==> config.mk <==
export PLATFORM = sky130hd
export DESIGN_NAME = alu_sched_2_16_flat
export DESIGN_NICKNAME = d
export VERILOG_FILES = /design/src/rtl/alu_sched_2_16_pkg.sv /design/src/rtl/alu_sched_2_16_if.sv /design/src/rtl/alu_sched_2_16_alu.sv /design/src/rtl/alu_sched_2_16.sv /design/src/flat_wrapper.sv
export SDC_FILE = /design/constraint.sdc
export NUM_CORES = 1
export LEC_CHECK = 0
export CORE_AREA = 4 4 67 75
export CTS_BUF_LIST = sky130_fd_sc_hd__clkbuf_16
export CTS_CLUSTER_DIAMETER = 30
export DETAILED_ROUTE_END_ITERATION = 8
export DIE_AREA = 0 0 71 79
export PLACE_DENSITY = 0.89
export REMOVE_ABC_BUFFERS = 1
export SYNTH_ARGS = -nofsm -noshare
export SYNTH_HDL_FRONTEND = slang
export SYNTH_SLANG_ARGS = --single-unit
==> constraint.sdc <==
create_clock -name clk -period 8.8 [get_ports clk]
set_input_delay 2.64 -clock clk [delete_from_list [all_inputs] [get_ports clk]]
set_output_delay 2.64 -clock clk [all_outputs]
set_load 0.01 [all_outputs]
==> src/rtl/alu_sched_2_16_pkg.sv <==
// Shared opcodes, slot state and requester-ID type for the two-requester ALU scheduler.
package alu_pkg;

  localparam logic [2:0] OP_ADD = 3'd0;
  localparam logic [2:0] OP_SUB = 3'd1;
  localparam logic [2:0] OP_MUL = 3'd2;
  localparam logic [2:0] OP_AND = 3'd3;
  localparam logic [2:0] OP_OR  = 3'd4;

  localparam int unsigned ID_W = 1;
  typedef logic [ID_W-1:0] req_id_t;

  typedef enum logic {
    EMPTY = 1'b0,
    FULL  = 1'b1
  } slot_state_e;

endpackage

==> src/rtl/alu_sched_2_16_if.sv <==
// Request/result channel bundle between the operation sources, the scheduler and writeback.
interface alu_sched_2_16_if #(
  parameter int unsigned WIDTH = 4
) ();

  logic [1:0]         req_valid;
  logic [1:0]         req_ready;
  logic [2:0]         req_control0;
  logic [2:0]         req_control1;
  logic [WIDTH-1:0]   req_a0;
  logic [WIDTH-1:0]   req_b0;
  logic [WIDTH-1:0]   req_a1;
  logic [WIDTH-1:0]   req_b1;
  logic               res_valid;
  logic               res_ready;
  logic [2*WIDTH-1:0] res_data;
  logic               res_id;

  // Sources and consumer side
  modport master (
    output req_valid, req_control0, req_control1,
    output req_a0, req_b0, req_a1, req_b1,
    output res_ready,
    input  req_ready, res_valid, res_data, res_id
  );

  // Scheduler side
  modport slave (
    input  req_valid, req_control0, req_control1,
    input  req_a0, req_b0, req_a1, req_b1,
    input  res_ready,
    output req_ready, res_valid, res_data, res_id
  );

endinterface

==> src/rtl/alu_sched_2_16_alu.sv <==
// Combinational ALU datapath: zero-extended operands, results mod 2^(2*WIDTH).
module alu_2_14
  import alu_pkg::*;
#(
  parameter int unsigned WIDTH = 4
) (
  input  logic [2:0]         control,
  input  logic [WIDTH-1:0]   a,
  input  logic [WIDTH-1:0]   b,
  output logic [2*WIDTH-1:0] y
);

  logic [2*WIDTH-1:0] ext_a;
  logic [2*WIDTH-1:0] ext_b;

  assign ext_a = {{WIDTH{1'b0}}, a};
  assign ext_b = {{WIDTH{1'b0}}, b};

  // Opcode decode; unused opcodes yield zero
  always_comb begin
    y = '0;
    case (control)
      OP_ADD:  y = ext_a + ext_b;
      OP_SUB:  y = ext_a - ext_b;
      OP_MUL:  y = ext_a * ext_b;
      OP_AND:  y = ext_a & ext_b;
      OP_OR:   y = ext_a | ext_b;
      default: y = '0;
    endcase
  end

endmodule

==> src/rtl/alu_sched_2_16.sv <==
// Round-robin scheduler sharing one ALU between two requesters, with a single
// registered result slot and a completed-operation counter.
module alu_sched_2_16
  import alu_pkg::*;
#(
  parameter int unsigned WIDTH = 4,
  parameter int unsigned CNT_W = 16
) (
  input  logic               clk,
  input  logic               rst,
  alu_sched_2_16_if.slave    bus,
  output logic [CNT_W-1:0]   op_count
);

  slot_state_e        state_q, state_d;
  req_id_t            last_grant_q, last_grant_d;
  logic [2*WIDTH-1:0] res_data_q, res_data_d;
  req_id_t            res_id_q, res_id_d;
  logic [CNT_W-1:0]   op_count_q, op_count_d;

  logic               slot_free;
  logic               gnt_valid;
  req_id_t            gnt_id;
  logic               accept;
  logic [1:0]         req_ready;
  logic [2:0]         alu_control;
  logic [WIDTH-1:0]   alu_a;
  logic [WIDTH-1:0]   alu_b;
  logic [2*WIDTH-1:0] alu_y;

  // Arbitration: single valid wins; on a tie the requester not granted last wins
  always_comb begin
    gnt_valid = 1'b0;
    gnt_id    = '0;
    case (bus.req_valid)
      2'b01: begin gnt_valid = 1'b1; gnt_id = 1'b0; end
      2'b10: begin gnt_valid = 1'b1; gnt_id = 1'b1; end
      2'b11: begin gnt_valid = 1'b1; gnt_id = ~last_grant_q; end
      default: begin gnt_valid = 1'b0; gnt_id = '0; end
    endcase
    slot_free = (state_q == EMPTY) || bus.res_ready;
    accept    = gnt_valid && slot_free && !rst;
    req_ready = '0;
    if (accept) req_ready[gnt_id] = 1'b1;
  end

  // Operand/control mux for the granted requester
  always_comb begin
    alu_control = bus.req_control0;
    alu_a       = bus.req_a0;
    alu_b       = bus.req_b0;
    if (gnt_id == 1'b1) begin
      alu_control = bus.req_control1;
      alu_a       = bus.req_a1;
      alu_b       = bus.req_b1;
    end
  end

  alu_2_14 #(.WIDTH(WIDTH)) u_alu (
    .control (alu_control),
    .a       (alu_a),
    .b       (alu_b),
    .y       (alu_y)
  );

  // Slot FSM, result load, grant history and completion counter next-state
  always_comb begin
    state_d      = state_q;
    last_grant_d = last_grant_q;
    res_data_d   = res_data_q;
    res_id_d     = res_id_q;
    op_count_d   = op_count_q;
    if ((state_q == FULL) && bus.res_ready) begin
      op_count_d = op_count_q + CNT_W'(1);
      state_d    = EMPTY;
    end
    if (accept) begin
      state_d      = FULL;
      last_grant_d = gnt_id;
      res_data_d   = alu_y;
      res_id_d     = gnt_id;
    end
  end

  // State registers with synchronous reset
  always_ff @(posedge clk) begin
    if (rst) begin
      state_q      <= EMPTY;
      last_grant_q <= 1'b1;
      res_data_q   <= '0;
      res_id_q     <= '0;
      op_count_q   <= '0;
    end else begin
      state_q      <= state_d;
      last_grant_q <= last_grant_d;
      res_data_q   <= res_data_d;
      res_id_q     <= res_id_d;
      op_count_q   <= op_count_d;
    end
  end

  assign bus.req_ready = req_ready;
  assign bus.res_valid = (state_q == FULL);
  assign bus.res_data  = res_data_q;
  assign bus.res_id    = res_id_q;
  assign op_count      = op_count_q;

endmodule

==> src/flat_wrapper.sv <==
// flat-port wrapper written by rule: the top's interface ports become plain ports
module alu_sched_2_16_flat import alu_pkg::*;
#(
  parameter int unsigned WIDTH = 4,
  parameter int unsigned CNT_W = 16
)
  (clk, rst, op_count, bus_req_valid, bus_req_control0, bus_req_control1, bus_req_a0, bus_req_b0, bus_req_a1, bus_req_b1, bus_res_ready, bus_req_ready, bus_res_valid, bus_res_data, bus_res_id);
  alu_sched_2_16_if #(.WIDTH(WIDTH)) bus_i ();
  input  logic clk;
  input  logic rst;
  output logic [CNT_W-1:0] op_count;
  input wire logic [$bits(bus_i.req_valid)-1:0] bus_req_valid;
  input wire logic [$bits(bus_i.req_control0)-1:0] bus_req_control0;
  input wire logic [$bits(bus_i.req_control1)-1:0] bus_req_control1;
  input wire logic [$bits(bus_i.req_a0)-1:0] bus_req_a0;
  input wire logic [$bits(bus_i.req_b0)-1:0] bus_req_b0;
  input wire logic [$bits(bus_i.req_a1)-1:0] bus_req_a1;
  input wire logic [$bits(bus_i.req_b1)-1:0] bus_req_b1;
  input wire logic [$bits(bus_i.res_ready)-1:0] bus_res_ready;
  output wire logic [$bits(bus_i.req_ready)-1:0] bus_req_ready;
  output wire logic [$bits(bus_i.res_valid)-1:0] bus_res_valid;
  output wire logic [$bits(bus_i.res_data)-1:0] bus_res_data;
  output wire logic [$bits(bus_i.res_id)-1:0] bus_res_id;
  assign bus_i.req_valid = bus_req_valid;
  assign bus_i.req_control0 = bus_req_control0;
  assign bus_i.req_control1 = bus_req_control1;
  assign bus_i.req_a0 = bus_req_a0;
  assign bus_i.req_b0 = bus_req_b0;
  assign bus_i.req_a1 = bus_req_a1;
  assign bus_i.req_b1 = bus_req_b1;
  assign bus_i.res_ready = bus_res_ready;
  assign bus_req_ready = bus_i.req_ready;
  assign bus_res_valid = bus_i.res_valid;
  assign bus_res_data = bus_i.res_data;
  assign bus_res_id = bus_i.res_id;
  alu_sched_2_16 #(.WIDTH(WIDTH), .CNT_W(CNT_W)) u_core (.clk(clk), .rst(rst), .bus(bus_i), .op_count(op_count));
endmodule
After elaboration in Yosys (flattened, before gate mapping)

Cells that the tools add are included.
W data, S select, Z words.

Output and inout bits: 28
Bits of input ports: 27
Bits in registers: 27
Logic and storage cells: 42

Equal/unequal tests: 7
Muxes and demuxes: 11
Bitwise gates (word level): 4
Add/subtract/negate cells: 3
Magnitude comparators: 2
$mul: 1
Reductions and logical operators: 9

Operators by type and width:

| kind                    | number |
|---|---|
| $pmux W8 S5             | 1 |
| $add A16 B1 Y16 const B | 1 |
| $mul A4 B4 Y8           | 1 |
| $mux W4                 | 2 |
| $eq A3 B2 Y1 const B    | 2 |
| $add A4 B4 Y5           | 1 |
| $sub A4 B4 Y5           | 1 |
| $and A4 B4 Y4           | 1 |
| $eq A2 B2 Y1 const B    | 2 |
| $logic_and A1 B1 Y1     | 4 |
| $mux W1                 | 4 |
| $or A4 B4 Y4            | 1 |
| $eq A3 B1 Y1 const B    | 1 |
| $eq A3 B3 Y1 const B    | 1 |
| $logic_not A3 Y1        | 1 |
| $mux W3                 | 1 |
| $reduce_or A3 Y1        | 1 |
| $eq A2 B1 Y1 const B    | 1 |
| $lt A1 B2 Y1 const B    | 1 |
| $mux W2                 | 1 |
| $not A1 Y1              | 2 |
| $pmux W1 S2             | 1 |
| $reduce_bool A2 Y1      | 1 |
| $demux W1 S1            | 1 |
| other kinds (3)         | 3 |

Depth between registers and ports, before layout

Gate-level depths: netlist of run 1.

Depth after elaboration: 7
Gate-level depth with buffers: 17
Gate-level depth less buffers: 15

Hierarchy

From an unflattened synthesis of run 1, not the netlist that was laid out.

Cells, all modules: 263
Area total of the unflattened synthesis: 2277.2 µm²

Modules (own cells, without submodules):

| module         | times used | cells an instance | area an instance (µm²) |
|---|---|---|---|
| alu_sched_2_16 | 1          | 147               | 1305.0 |
| alu_2_14       | 1          | 116               | 972.2 |

Worst setup path before layout of run 1

No wires, ideal clock.

Path type: input to output
From: input port bus_req_valid[1]
To: output port bus_req_ready[1]
Stages on the path: 5
Setup slack: 2656 ps
Path buffers: 2
Arrival time: 3504 ps
Required time: 6160 ps
Cells stage by stage: a21boi_4 -> buf_12 -> buf_2 -> inv_1 -> nor2_1

Longest elaborated chain between the ends: 7
Elaborated cells on any way between the ends: 14
Classes of those cells: 2 x order compare; 3 x eq/ne; 5 x mux; 4 x reduce/logical

Ends and longest elaborated chain:

| element                                                            | RTL line             | RTL |
|---|---|---|
| start: declaration                                                 | flat_wrapper.sv:12   | `input wire logic [$bits(bus_i.req_valid)-1:0] bus_req_valid;` |
| $eq A2 B2 Y1                                                       | alu_sched_2_16.sv:35 | `case (bus.req_valid)` |
| $pmux W1 S2                                                        | alu_sched_2_16.sv:35 |  |
| $lt A1 B2 Y1 (implied by the code) or $ge A1 B1 Y1 (tied branches) | alu_sched_2_16.sv:44 | `if (accept) req_ready[gnt_id] = 1'b1;` |
| $logic_and A1 B1 Y1 (implied by the code)                          | alu_sched_2_16.sv:44 |  |
| $mux W1 (implied by the code)                                      | alu_sched_2_16.sv:44 |  |
| $demux W1 S1                                                       | -                    |  |
| $mux W2 (*)                                                        | alu_sched_2_16.sv:44 |  |
| end: declaration                                                   | flat_wrapper.sv:20   | `output wire logic [$bits(bus_i.req_ready)-1:0] bus_req_ready;` |

Mark *: on every way between the ends. The rest lies on a longest branch, timed or not.

Worst setup path after layout of run 1

From: input port rst
To: output port bus_req_ready[0]

Longest elaborated chain between the ends: 3

Ends and longest elaborated chain:

| element             | RTL line             | RTL |
|---|---|---|
| start: declaration  | flat_wrapper.sv:10   | `input logic rst;` |
| $logic_not A1 Y1    | alu_sched_2_16.sv:42 | `accept = gnt_valid && slot_free && !rst;` |
| $logic_and A1 B1 Y1 | alu_sched_2_16.sv:42 |  |
| $mux W2             | alu_sched_2_16.sv:44 |  |

Every way passes these cells.

==> reports/summary.txt, run 1 <==
post-DR wirelength/cell: 13.8 um
switching portion of total power: 0.320
DP HPWL: 4040 um
worst hold path type: reg2reg
Critical-path top delay cell: clkdlybuf4s50_1
largest net degree at the start of global routing: 21
Syn Inst Count: 250
clock root buffer: clkbuf_16
Clock transition at path regs: 0.07 ns
Remaining DRCs: 0
final net count: 363
fin crit period: 7.13 ns
Worst slew margin: 0.569
H-tree depth: 1
Psw: 120 uW
# resized after CTS: 0
final core occ: 0.666
vias per std cell: 5.42
first-pass GRT wire length: 8180 um
max-cap viol count: 0
Filler cells: 347
highest clock rate: 140 MHz
most frequent CP cell: clkdlybuf4s50_1
Post-DP Area: 2750 sq um
synthesis-to-finish area growth: 30.5%
Die H: 79 um
global route overflow: 0
CTS Buffer Depth: 2
crit path launch type: input pin
Rows: 25
cell-internal power: 256 uW
TNS Setup: 0 ns
Hold Buf Count CTS: 0
Netlist cell types: 45
CP endpoint kind: output pin
critical path arrival: 4.49 ns
postcts setup bufs: 0
fin area: 2830 sq um
ANT cells: 0
most frequent cells in the layout: clkdlybuf4s50_1 (54), nor2_1 (39), dfxtp_1 (27), ha_1 (25), nand2_1 (22)
hold_ws: 0.456 ns
TritonRoute pass-1 iters: 4
setup violators final: 0
CTS tree: done
sequential area share after synthesis: 0.249
Worst EP required: 6.16 ns
#FFs+latches synth: 27
ratio of cells with drive above 1 in the final layout: 0.0559
top-level I/O count: 55
Slew Limit Fails: 0
clk_skew: 0.0108 ns
Initial Utilization: 0.511
CP Class: in2out
Top FF cell, synth: dfxtp_1
Crit path max-delay family: buffers and inverters
Sequential Power Share: 0.345
Critical Path Fanout Max: 19
critical path's largest stage delay: 0.74 ns
Worst-Skew Late Latency: 0.27 ns
Buf/Inv on CP: 2
Leakage: 0.00120 uW
pwr dens: 133 nW/um^2
Logic pwr share: 0.373
Core ar.: 4250 sq um
Mapped Area: 2170 sq um
unrepaired setup endpoints after global routing: false
initial antenna violation count: 0
Post-synth EDFFs: 0
Iteration-0 DRC Markers: 97
clock group share of total power: 0.283
Hold Vio Cnt, Final: 0
commonest non-fill, non-tap cell in the layout: clkdlybuf4s50_1
Die ar.: 5610 sq um
Slew @ Worst Pin: 0.644 ns
outcome: finished, final reports clean
worst-path cell chain: clkdlybuf4s50_1, nand2b_1, nor2_1, clkdlybuf4s50_1
GR Util All Layers: 0.176
yosys warns: 0
period utilization: 0.811
Num CTS Buffers: 3
number of global-route vias before repair: 1942
WL final: 4940 um
Post-synth ARST share: 0
IR Drop Worst-Case VDD: 0.0000799 V
vias: 1941
syn avg cell area: 8.69 sq um
Die Wd: 71 um
Placer Congestion: 0.868
Port Buffers: 54
Clock Sinks: 27
Routed Antenna Nets: 0
==> worst paths after layout <==
kind / start / end / slack (ns) / depth (start not counted)
hold reg to reg: u_core.bus.res_data[7] / u_core.bus.res_data[7] / 0.46 / 2
hold / removal: u_core.bus.res_data[7] / u_core.bus.res_data[7] / 0.46 / 2
setup reg to reg: u_core.last_grant_q / u_core.bus.res_data[7] / 5.01 / 15
setup / recovery: rst / bus_req_ready[0] / 1.67 / 4
==> state kept, by name, indices dropped and copies added (netlist names) <==
signal,cells
u_core.bus.res_valid,1
u_core.op_count,16
u_core.last_grant_q,1
u_core.bus.res_id,1
u_core.bus.res_data,8
==> layout make-up <==
cell class	instances	area (sq um)	share of cell area
Clock buffer	3	75.1	0.0265
Clock inverter	1	7.51	0.00265
Inverter	20	75.1	0.0265
Multi-Input combinational cell	198	1520	0.536
Sequential cell	27	541	0.191
Tap cell	54	67.6	0.0238
Timing Repair Buffer	55	548	0.193
==> Yosys cell counts (all sizes together) (2+ instances only) <==
cell,n,area share
nand4,6,0.017
and2,2,0.0058
clkbuf,2,0.0035
o21ai,9,0.021
nor2,39,0.067
xnor2,9,0.036
mux2i,14,0.078
a21oi,15,0.035
a21o,3,0.010
nand3,5,0.012
nor3,3,0.0069
xor2,13,0.052
nor2b,2,0.0058
ha,25,0.14
fa,6,0.055
o211ai,2,0.0069
inv,20,0.035
mux2,4,0.026
dfxtp,27,0.25
nand2,22,0.038
nand2b,2,0.0058
buf,3,0.013
==> metrics by stage <==
stage               power [uW]  setup slack, ns  cells
floorplan                  225             2.62    245
global placement           266             1.67    354
detailed placement         272             1.66    354
CTS                        377             1.66    358
global route               397             1.48    358
finish                     376             1.67    358
==> metal layers <==
metal / part of all wire / track usage / up-vias
met4: 0.013 / 0.0583 / 0
li1: - / - / 963
met1: 0.41 / 0.190 / 923
met3: 0.046 / 0.0253 / 7
met5: 0 / 0 / -
met2: 0.53 / 0.346 / 48
==> worst register-to-register path, stage by stage, from the launching register on <==
cell	delay, ns
dfxtp_1	0.33
a21boi_4	0.12
buf_4	0.32
mux2i_1	0.51
inv_1	0.21
nand2_1	0.12
fa_1	0.41
inv_1	0.09
fa_1	0.44
ha_1	0.31
a21oi_1	0.20
o211ai_1	0.13
a21oi_1	0.19
xnor2_1	0.15
a21oi_1	0.09
o21ai_1	0.12
==> power by group through the flow <==
stage	Sequential [uW]	Combinational (uW)	Clock, uW
floorplan	134	91.5	0
global placement	133	134	0
detailed placement	133	139	0
CTS	130	141	107
global route	130	155	111
finish	130	140	106
==> logic make-up after synthesis <==
| logic type | count (synthesis) | synth area share |
|---|---|---|
| AND/OR/NAND/NOR | 85 | 0.174 |
| AO/OA/AOI/OAI | 42 | 0.134 |
| buffers and inverters | 25 | 0.0513 |
| adder cells (fa/ha/maj) | 31 | 0.199 |
| XOR/XNOR | 22 | 0.0887 |
| flip-flops | 27 | 0.249 |
| multiplexers | 18 | 0.104 |
No activity file was read; power rests on OpenSTA's default activity.
==> inputs of run 2 (changes only) <==
CORE_AREA = 4 4 68 77   (was 4 4 67 75)
DIE_AREA = 0 0 72 81   (was 0 0 71 79)
PLACE_DENSITY = 0.86   (was 0.89)
clock period = 7.3 ns   (was 8.8 ns; I/O delays follow)
==> reports/summary.txt, run 2 (synthesized netlist as in run 1, its figures left out) <==
pwr dens: 157 nW/um^2 (was 133 nW/um^2)
setup violators final: 0 (unchanged)
DP Cell Count: 357 (was 354)
RR Startpoint: u_core.last_grant_q (unchanged)
Register Area: 541 sq um (unchanged)
Filler cells: 374 (was 347)
fin area: 2840 sq um (was 2830 sq um)
vias: 1961 (was 1941)
Clock transition at path regs: 0.06 ns (was 0.07 ns)
fin crit period: 6.11 ns
crit path launch type: input pin (unchanged)
top-level I/O count: 55 (unchanged)
critical path arrival: 3.92 ns (was 4.49 ns)
Die H: 81 um (was 79 um)
first-pass GRT wire length: 8340 um (was 8180 um)
CP Class: in2out (unchanged)
Num CTS Buffers: 3 (unchanged)
ANT cells: 0 (unchanged)
highest clock rate: 164 MHz
Core ar.: 4490 sq um (was 4250 sq um)
postcts setup bufs: 0 (unchanged)
unrepaired setup endpoints after global routing: false (unchanged)
Worst-Skew Late Latency: 0.26 ns (was 0.27 ns)
number of global-route vias before repair: 1999 (was 1942)
Clock Sinks: 27 (unchanged)
Routed Antenna Nets: 0 (unchanged)
period utilization: 0.837
clock root buffer: clkbuf_16 (unchanged)
GR Util All Layers: 0.176 (about the same)
largest net degree at the start of global routing: 20 (was 21)
Iteration-0 DRC Markers: 92 (was 97)
Hold Buf Count CTS: 0 (unchanged)
final non-filler cell total: 361 (was 358)
Worst EP required: 5.11 ns (was 6.16 ns)
IR Drop Worst-Case VDD: 0.0000822 V (was 0.0000799 V)
Hold Vio Cnt, Final: 0 (unchanged)
CP endpoint kind: output pin (unchanged)
Leakage: 0.00120 uW (about the same)
Die Wd: 72 um (was 71 um)
global route overflow: 0 (unchanged)
max-cap viol count: 0 (unchanged)
number of cells on the worst hold path: 1 (was 2)
Placer Congestion: 0.902 (was 0.868)
CTS Buffer Depth: 2 (unchanged)
vias per std cell: 5.43 (was 5.42)
crit path launch: bus_req_valid[1] (was rst)
Rows: 26 (was 25)
clk_skew: 0.00266 ns (was 0.0108 ns)
synthesis-to-finish area growth: 30.8% (was 30.5%)
commonest non-fill, non-tap cell in the layout: clkdlybuf4s50_1 (unchanged)
Critical Path Fanout Max: 11 (was 19)
outcome: finished, final reports clean (unchanged)
Multi-input gate area: 1520 sq um (unchanged)
worst hold path type: reg2reg (unchanged)
TritonRoute pass-1 iters: 4 (unchanged)
most frequent cells in the layout: clkdlybuf4s50_1 (54), nor2_1 (39), dfxtp_1 (27), ha_1 (25), nand2_1 (22) (unchanged)
WL final: 5100 um (was 4940 um)
Slew @ Worst Pin: 0.665 ns (was 0.644 ns)
Slew Limit Fails: 0 (unchanged)
Initial Utilization: 0.484 (was 0.511)
ratio of cells with drive above 1 in the final layout: 0.0590 (was 0.0559)
final net count: 364 (was 363)
Post-DP Area: 2760 sq um (was 2750 sq um)
Remaining DRCs: 0 (unchanged)
post-DR wirelength/cell: 14.1 um (was 13.8 um)
r2r setup slk: 3.52 ns (was 5.01 ns)
reg2reg path depth: 13 (was 15)
TNS Setup: 0 ns (unchanged)
final core occ: 0.633 (was 0.666)
DP HPWL: 4100 um (was 4040 um)
Largest register FFs: 16 (unchanged)
Worst Hold Launch: u_core.bus.res_id (was u_core.bus.res_data[7])
initial antenna violation count: 0 (unchanged)
Worst slew margin: 0.555 (was 0.569)
H-tree depth: 1 (unchanged)
CTS tree: done (unchanged)
Die ar.: 5830 sq um (was 5610 sq um)
# resized after CTS: 0 (unchanged)
Port Buffers: 54 (unchanged)
==> run 2: path summary, 6_finish.rpt <==
kind / end
max: bus_req_ready[1]
min: u_core.bus.res_id
max reg2reg: u_core.bus.res_data[6]
min reg2reg: u_core.bus.res_id
==> run 2: per-stage QoR <==
stage | worst slack [ns] | hold slack (ns) | power, uW
after global placement | 1.22 | 0.433 | 322
after floorplan | 1.73 | 0.460 | 272
after CTS | 1.19 | 0.457 | 449
after detailed placement | 1.13 | 0.441 | 326
after global routing | 1.07 | 0.482 | 473
final | 1.19 | 0.450 | 448
==> run 2: area by class of cell <==
type	count	share of cell area
inverter	20	0.0264
clock buffer	3	0.0264
clock inverter	1	0.00176
tap	56	0.0247
sequential	27	0.190
timing repair buffer	56	0.196
multi-input combinational	198	0.535
==> run 2: power by group <==
group / internal [uW] / switching, uW / leakage, uW
clock network: 73.9 / 48.7 / 0.0000409
registers: 153 / 3.78 / 0.000219
logic: 81.1 / 87.4 / 0.000944
==> run 2: layer usage <==
layer | vias to the layer above | share of wire | wire (um) | global-route usage
li1 | 968 | - | - | -
met1 | 911 | 0.42 | 2120 | 0.191
met2 | 72 | 0.51 | 2610 | 0.334
met3 | 10 | 0.052 | 266 | 0.0235
met4 | 0 | 0.020 | 100 | 0.0808
met5 | - | 0 | 0 | 0
==> run 2: critical path, cell delays in order <==
cell and delay, ns:
clkdlybuf4s50_1 0.50, a21boi_4 0.45, inv_1 0.08, nor2_1 0.14, clkdlybuf4s50_1 0.55
==> inputs of run 3 (changes only) <==
clock period = 5.81 ns   (was 7.3 ns; I/O delays follow)
==> reports/summary.txt, run 3 (synthesized netlist as in run 1, its figures left out) <==
Worst slew margin: 0.565 (was 0.555)
Clock transition at path regs: 0.06 ns (about the same)
met1 usage in global routing: 0.197 (was 0.191)
r2r setup slk: 2.14 ns (was 3.52 ns)
ratio of cells with drive above 1 in the final layout: 0.0712 (was 0.0590)
Critical-path top delay cell: clkdlybuf4s50_1 (unchanged)
Hold Path End: u_core.bus.res_data[2] (was u_core.bus.res_id)
Rows: 26 (unchanged)
switching portion of total power: 0.314 (was 0.312)
max-cap viol count: 0 (unchanged)
Num CTS Buffers: 3 (unchanged)
GR Util All Layers: 0.185 (was 0.176)
pre-CTS setup slack: 0.187 ns (was 1.13 ns)
highest clock rate: 181 MHz
cell-internal power: 391 uW (was 308 uW)
Worst EP required: 4.07 ns (was 5.11 ns)
worst hold path type: reg2reg (unchanged)
Port Buffers: 54 (unchanged)
clock root buffer: clkbuf_16 (unchanged)
period utilization: 0.949
largest net degree at the start of global routing: 19 (was 20)
Critical Path Fanout Max: 12 (was 11)
Leakage: 0.00122 uW (was 0.00120 uW)
fin crit period: 5.51 ns
global route overflow: 0 (unchanged)
R2R Path End: u_core.bus.res_data[7] (was u_core.bus.res_data[6])
Slew @ Worst Pin: 0.650 ns (was 0.665 ns)
Largest register FFs: 16 (unchanged)
clk_skew: 0.00606 ns (was 0.00266 ns)
pwr dens: 198 nW/um^2 (was 157 nW/um^2)
ANT cells: 0 (unchanged)
CTS tree: done (unchanged)
GRT met3 Usage: 0.0309 (was 0.0235)
commonest non-fill, non-tap cell in the layout: clkdlybuf4s50_1 (unchanged)
worst-path cell chain: clkdlybuf4s50_1, a21boi_4, buf_4, inv_1, nor2_1, clkdlybuf4s50_1 (was clkdlybuf4s50_1, a21boi_4, inv_1, nor2_1, clkdlybuf4s50_1)
Iteration-0 DRC Markers: 116 (was 92)
Remaining DRCs: 0 (unchanged)
Initial Utilization: 0.484 (unchanged)
TNS Setup: 0 ns (unchanged)
Hold Vio Cnt, Final: 0 (unchanged)
first-pass GRT wire length: 8650 um (was 8340 um)
number of global-route vias before repair: 1992 (was 1999)
met2 Track Usage GR: 0.351 (was 0.334)
Core ar.: 4490 sq um (unchanged)
TritonRoute pass-1 iters: 4 (unchanged)
# resized after CTS: 0 (unchanged)
setup violators final: 0 (unchanged)
post-DR wirelength/cell: 14.0 um (was 14.1 um)
critical path arrival: 3.77 ns (was 3.92 ns)
vias: 1984 (was 1961)
DP HPWL: 4260 um (was 4100 um)
RR Startpoint: u_core.last_grant_q (unchanged)
IR Drop Worst-Case VDD: 0.000105 V (was 0.0000822 V)
top-level I/O count: 55 (unchanged)
final setup margin: 0.296 ns (was 1.19 ns)
final net count: 368 (was 364)
initial antenna violation count: 0 (unchanged)
outcome: finished, final reports clean (unchanged)
Worst Hold Launch: u_core.bus.res_data[2] (was u_core.bus.res_id)
postcts setup bufs: 0 (unchanged)
Filler cells: 373 (was 374)
unrepaired setup endpoints after global routing: false (unchanged)
Slew Limit Fails: 0 (unchanged)
CP Class: in2out (unchanged)
CTS Buffer Depth: 2 (unchanged)
Die Wd: 72 um (unchanged)
crit path launch type: input pin (unchanged)
reg2reg path depth: 14 (was 13)
Logic pwr share: 0.381 (was 0.376)
Hold Buf Count CTS: 0 (unchanged)
synthesis-to-finish area growth: 32.2% (was 30.8%)
CP endpoint kind: output pin (unchanged)
Sequential Power Share: 0.345 (was 0.350)
H-tree depth: 1 (unchanged)
Psw: 179 uW (was 140 uW)
number of cells on the worst hold path: 2 (was 1)
critical path's largest stage delay: 0.58 ns (was 0.55 ns)
vias per std cell: 5.44 (was 5.43)
most frequent cells in the layout: clkdlybuf4s50_1 (54), nor2_1 (39), dfxtp_1 (27), ha_1 (25), nand2_1 (22) (unchanged)
gr busiest metal: met2 (unchanged)
most frequent CP cell: clkdlybuf4s50_1 (unchanged)
Clock Sinks: 27 (unchanged)
Die H: 81 um (unchanged)
WL final: 5110 um (was 5100 um)
Routed Antenna Nets: 0 (unchanged)
clock group share of total power: 0.274 (about the same)
Die ar.: 5830 sq um (unchanged)
Worst-Skew Late Latency: 0.26 ns (about the same)
Placer Congestion: 0.890 (was 0.902)
[run 3: cell types whose count changed in the layout (fill, tap and decap cells not counted), sizes merged]
cell,delta
buf,+4
[run 3: final cells by class]
cell class              count  area, sq um  share of cell area
clock buffers               3         75.1              0.0261
flip-flops and latches     27          541               0.188
well taps                  56         70.1              0.0244
multi-input cells         198         1520               0.529
inverters                  20         75.1              0.0261
repair buffers             60          586               0.204
clock inverters             1         5.00             0.00174
[run 3: power groups by stage]
| stage | clock network, uW | logic [uW] | registers, uW |
|---|---|---|---|
| after floorplan | 0 | 139 | 203 |
| after global placement | 0 | 208 | 200 |
| after detailed placement | 0 | 215 | 201 |
| after CTS | 157 | 218 | 197 |
| after global routing | 167 | 242 | 197 |
| final | 156 | 217 | 196 |
[run 3: through the flow]
step	utilization	std cells	cell area, sq um	hold slack [ns]	power, uW
floorplan	-	245	2140	0.460	341
global placement	0.622	361	2790	0.437	408
detailed placement	0.622	361	2790	0.441	416
CTS	0.640	365	2870	0.455	571
global route	0.640	365	2870	0.471	606
finish	0.640	365	2870	0.450	569
[run 3: critical path, delay by kind of cell]
family / cells / cell delay (ns)
AND/OR/NAND/NOR: 1 / 0.16
buffers and inverters: 4 / 1.46
AO/OA/AOI/OAI: 1 / 0.40
[run 3: how the worst max path moves through the flow]
| stage | startpoint | end |
|---|---|---|
| CTS | bus_req_valid[1] | bus_req_ready[1] |
| global route | bus_req_valid[1] | bus_req_ready[1] |
| floorplan | bus_req_valid[1] | u_core.bus.res_data[6] |
| detailed placement | bus_req_valid[1] | u_core.bus.res_data[7] |
| finish | bus_req_valid[1] | bus_req_ready[1] |
| global placement | bus_req_valid[1] | bus_req_ready[1] |
[run 3: layer usage]
metal / routed length (um) / vias to the layer above
li1: - / 975
met1: 1990 / 918
met2: 2670 / 74
met3: 319 / 17
met4: 133 / 0
met5: 0 / -
